--- config.mk ---
export PLATFORM = sky130hd
export DESIGN_NAME = cmp_seq
export DESIGN_NICKNAME = d
export VERILOG_FILES = /design/src/rtl/cmp_seq.sv
export SDC_FILE = /design/constraint.sdc
export NUM_CORES = 1
export LEC_CHECK = 0
export BUFFER_PORTS_ARGS = -buffer_cell sky130_fd_sc_hd__buf_2
export CORE_ASPECT_RATIO = 1.2
export CORE_MARGIN = 8
export CORE_UTILIZATION = 35
export DETAILED_ROUTE_END_ITERATION = 8
export GPL_TIMING_DRIVEN = 0
export HOLD_SLACK_MARGIN = 0.05
export MAX_ROUTING_LAYER = met4
export SLEW_MARGIN = 20
export SYNTH_ARGS = -nofsm -noshare
export SYNTH_HDL_FRONTEND = slang
export SYNTH_HIERARCHICAL = 1
export SYNTH_SLANG_ARGS = --single-unit
--- constraint.sdc ---
create_clock -name clk -period 3.4 [get_ports clk]
set_clock_uncertainty 0.2 [all_clocks]
set_input_delay 0.17 -clock clk [delete_from_list [all_inputs] [get_ports clk]]
set_output_delay 0.17 -clock clk [all_outputs]
set_load 0.1 [all_outputs]
--- src/rtl/cmp_seq.sv ---
// Sequential wide-operand comparator: walks two COUNT-word operands one
// W-bit word per cycle from the most significant word down, reusing a single
// narrow comparator and stopping on the first differing word.
module cmp_seq #(
    parameter int unsigned ORDER = 3,
    parameter int unsigned COUNT = 4
) (
    input  logic                            clk,
    input  logic                            rst_n,
    input  logic                            in_valid,
    output logic                            in_ready,
    input  logic [(2**ORDER)*COUNT-1:0]     a,
    input  logic [(2**ORDER)*COUNT-1:0]     b,
    input  logic                            sgn,
    output logic                            out_valid,
    input  logic                            out_ready,
    output logic                            lt,
    output logic                            eq,
    output logic                            gt,
    output logic                            busy
);

    localparam int unsigned W  = 2**ORDER;
    localparam int unsigned D  = W * COUNT;
    localparam int unsigned IW = (COUNT > 1) ? $clog2(COUNT) : 1;

    localparam logic [IW-1:0] IDX_TOP = IW'(COUNT - 1);
    localparam logic [W-1:0]  MSB_BIT = W'(1) << (W - 1);

    typedef enum logic [1:0] {
        IDLE = 2'd0,
        RUN  = 2'd1,
        DONE = 2'd2
    } state_t;

    state_t        state_q, state_d;
    logic [D-1:0]  ra_q, ra_d;
    logic [D-1:0]  rb_q, rb_d;
    logic          sign_q, sign_d;
    logic [IW-1:0] idx_q, idx_d;
    logic          lt_q, lt_d;
    logic          eq_q, eq_d;
    logic          gt_q, gt_d;

    logic [W-1:0]  wa_c, wb_c;
    logic [W-1:0]  flip_c;
    logic          word_lt_c, word_eq_c, word_gt_c;

    // Select the current word; bias the top word into unsigned order for signed compares
    always_comb begin
        flip_c = (sign_q && (idx_q == IDX_TOP)) ? MSB_BIT : '0;
        wa_c   = W'(ra_q >> (32'(idx_q) * W)) ^ flip_c;
        wb_c   = W'(rb_q >> (32'(idx_q) * W)) ^ flip_c;
    end

    cmp #(
        .ORDER (ORDER)
    ) u_cmp (
        .a    (wa_c),
        .b    (wb_c),
        .lt_c (word_lt_c),
        .eq_c (word_eq_c),
        .gt_c (word_gt_c)
    );

    // Next-state and datapath update
    always_comb begin
        state_d = state_q;
        ra_d    = ra_q;
        rb_d    = rb_q;
        sign_d  = sign_q;
        idx_d   = idx_q;
        lt_d    = lt_q;
        eq_d    = eq_q;
        gt_d    = gt_q;
        unique case (state_q)
            IDLE: begin
                if (in_valid) begin
                    ra_d    = a;
                    rb_d    = b;
                    sign_d  = sgn;
                    idx_d   = IDX_TOP;
                    state_d = RUN;
                end
            end
            RUN: begin
                if (!word_eq_c) begin
                    lt_d    = word_lt_c;
                    eq_d    = 1'b0;
                    gt_d    = word_gt_c;
                    state_d = DONE;
                end else if (idx_q == '0) begin
                    lt_d    = 1'b0;
                    eq_d    = 1'b1;
                    gt_d    = 1'b0;
                    state_d = DONE;
                end else begin
                    idx_d = idx_q - IW'(1);
                end
            end
            DONE: begin
                if (out_ready) begin
                    state_d = IDLE;
                end
            end
            default: begin
                state_d = IDLE;
            end
        endcase
    end

    // Control and result registers, cleared by reset
    always_ff @(posedge clk or negedge rst_n) begin
        if (!rst_n) begin
            state_q <= IDLE;
            sign_q  <= 1'b0;
            idx_q   <= '0;
            lt_q    <= 1'b0;
            eq_q    <= 1'b0;
            gt_q    <= 1'b0;
        end else begin
            state_q <= state_d;
            sign_q  <= sign_d;
            idx_q   <= idx_d;
            lt_q    <= lt_d;
            eq_q    <= eq_d;
            gt_q    <= gt_d;
        end
    end

    // Operand copies carry no reset; they are always loaded before use
    always_ff @(posedge clk) begin
        ra_q <= ra_d;
        rb_q <= rb_d;
    end

    assign in_ready  = (state_q == IDLE);
    assign busy      = (state_q != IDLE);
    assign out_valid = (state_q == DONE);
    assign lt        = lt_q;
    assign eq        = eq_q;
    assign gt        = gt_q;

endmodule

// Narrow unsigned word comparator shared across all word positions
module cmp #(
    parameter int unsigned ORDER = 3
) (
    input  logic [2**ORDER-1:0] a,
    input  logic [2**ORDER-1:0] b,
    output logic                lt_c,
    output logic                eq_c,
    output logic                gt_c
);

    // Plain magnitude compare of one word
    always_comb begin
        lt_c = (a < b);
        eq_c = (a == b);
        gt_c = (a > b);
    end

endmodule

==> qor.txt <==
status -> finished clean
Root Driver -> clkbuf_8
Worst setup EP type -> register
arrival time worst endpoint -> 3.00 ns
die area -> 11,700 µm²
DR vias -> 1,872
DP HPWL -> 4110 µm
worst hold start -> eq
worst r2r path cells -> 10
Slew @ Worst Pin -> 0.492 ns
final worst path period need -> 2.97 ns
Total Neg Setup Slack -> 0 ns
Residual DRC -> 0
VDD IR max -> 398 µV
Initial Util -> 0.363
post-CTS setup buffers -> 0
post-synthesis cell type count -> 29
Worst Hold Depth -> 2
startpoint types -> register
synthesized instance count -> 154
number of synthesized register bits -> 72
Max Buffers Root-to-Sink -> 2
leading post-synthesis cells by cell area -> edfxtp_1 65%, mux4_2 12%, dfrtp_1 6.8%
Initial DRC Count -> 107
most frequent cells in the layout -> 78 x buf_2, 69 x dlygate4sd3_1, 64 x edfxtp_1, 16 x mux4_2, 12 x inv_1
Worst-Skew Late Latency -> 0.33 ns
Place WS -> 0.420 ns
grt total ovfl -> 0
path type of the worst min-delay path -> register to register
Rel. slew slack -> 0.674
Total Routing Usage GR -> 0.122
final core utilization -> 0.537
Die Ht -> 117 µm
Syn Area/Cell -> 19.2 µm²
CTS tree -> done
Max-cap violations -> 0
register area share after synthesis -> 0.718
# nets final -> 388
Worst Path Max Fanout -> 10
post-synth top area cell -> edfxtp_1
Worst EP required -> 3.42 ns
leakage -> 0.00178 µW
FF-to-FF End -> gt
# port buffers -> 74
hold endpoint -> eq
FF-to-FF Start -> idx_q[0]
internal reg-to-reg setup slack -> 0.43 ns
commonest non-fill, non-tap cell in the layout -> buf_2
vias in the first global route -> 2,121
Core Region -> 8150 µm²
PwrDens -> 627 nW/µm²
Syn-to-layout area delta -> 48.1%
Post-Syn Area -> 2960 µm²
Post-DP Area -> 3490 µm²
first-pass GRT wire length -> 10,400 µm
clock slew at reported path FFs -> 0.08 ns
fmax -> 0.336 GHz
RSZ-0062 raised after global routing -> false
CTS Buf Count -> 9
antenna-violating nets left -> 0
Final Max Tran Viols -> 0
YS warnings -> 6
syn_nets -> 233
crit path kind -> register to register
Final Cell Area -> 4380 µm²
die width -> 99.9 µm
worst setup margin -> 0.426 ns
antenna cell count -> 0
fin crit share -> 0.875
layout cells sized above 1 -> 0.380
vias per cell -> 4.38
initial antenna violation count -> 0
Placer Congestion -> 0.707
Sink Count -> 72
count of final hold-check violations -> 0
DRT Wirelength -> 6540 µm
row count -> 36
IO Pins -> 75
TritonRoute pass-1 iters -> 5
top cell type's share of synthesized area -> 0.650
largest net degree at the start of global routing -> 37
H-Tree Depth -> 3
# setup viols final -> 0
DR WL/cell -> 15.3 µm
-- synthesized netlist by cell type, drive strengths merged --
library cell   n
mux4          16
nor3b          1
or3b           1
o21ba          2
nor2b          2
nand4          2
o211ai         1
nand2          2
o21ai          3
and2           1
nor2           8
mux2i          1
buf            5
a31oi          1
inv           12
edfxtp        64
a22o           2
a21oi          6
o31ai          1
dfrtp          8
ha            10
xnor2          2
nand4bb        2
mux2           1
-- how the worst max path moves through the flow --
stage	startpoint	to	slack, ns
floorplan	state_q[0]	sign_q	0.30
global placement	idx_q[0]	state_q[1]	0.42
detailed placement	idx_q[0]	gt	0.42
CTS	idx_q[0]	state_q[1]	0.38
global route	idx_q[0]	gt	0.22
finish	idx_q[0]	gt	0.43
-- sequential cells by signal, summed over array words and instances (netlist names) --
signal	count
eq	1
ra_q	32
gt	1
lt	1
idx_q	2
state_q	2
sign_q	1
rb_q	32
-- layout make-up --
class / count / area, µm²
fill: 658 / 3770
sequential: 72 / 2120
timing repair buffer: 144 / 1080
multi-input combinational: 65 / 763
tap: 114 / 143
clock buffer: 9 / 124
clock inverter: 6 / 68.8
inverter: 12 / 45.0
buffer: 5 / 31.3
-- cell families after synthesis --
logic type | share of synthesized area
muxes | 0.129
buffers and inverters | 0.0258
AOI/OAI and AO/OA | 0.0381
xor gates and xnor gates | 0.00593
and+or+nand+nor | 0.0411
DFF | 0.718
adders and majority gates | 0.0423
-- per-layer routing --
metal  share of wire  vias to the layer above  global-route usage
li1                -                      916                   -
met1            0.41                      898               0.125
met2            0.54                       54               0.211
met3           0.045                        4              0.0459
met4          0.0087                        0              0.0404
met5               0                        -                   -
-- what timing repair did --
item                                   4_1_cts  5_1_grt
hold buffers                                69        0
endpoints found under the hold margin       76        0
resized for setup                            0        0
-- critical path: stages (launching register included) --
cell	delay (ns)
dfrtp_1	0.40
buf_6	0.21
mux4_2	0.54
xnor2_1	0.15
inv_1	0.06
ha_1	0.32
nand4_2	0.13
nor2_1	0.10
nor2b_1	0.17
or3b_1	0.40
a22o_1	0.20
-- through the flow --
stage	power (µW)	hold slack, ns	instances
finish	2750	0.302	427
global route	2890	0.313	427
CTS	2780	0.305	427
detailed placement	2040	-0.178	343
global placement	2020	-0.179	342
floorplan	1850	-0.326	154
-- report_power, final --
| part | switching [µW] | internal (µW) | leakage [µW] |
|---|---|---|---|
| sequential | 55.5 | 1190 | 0.000696 |
| combinational | 512 | 324 | 0.000985 |
| clock | 326 | 340 | 0.0000961 |
| total | 893 | 1850 | 0.00178 |
Power figures use the tool's default switching activity.
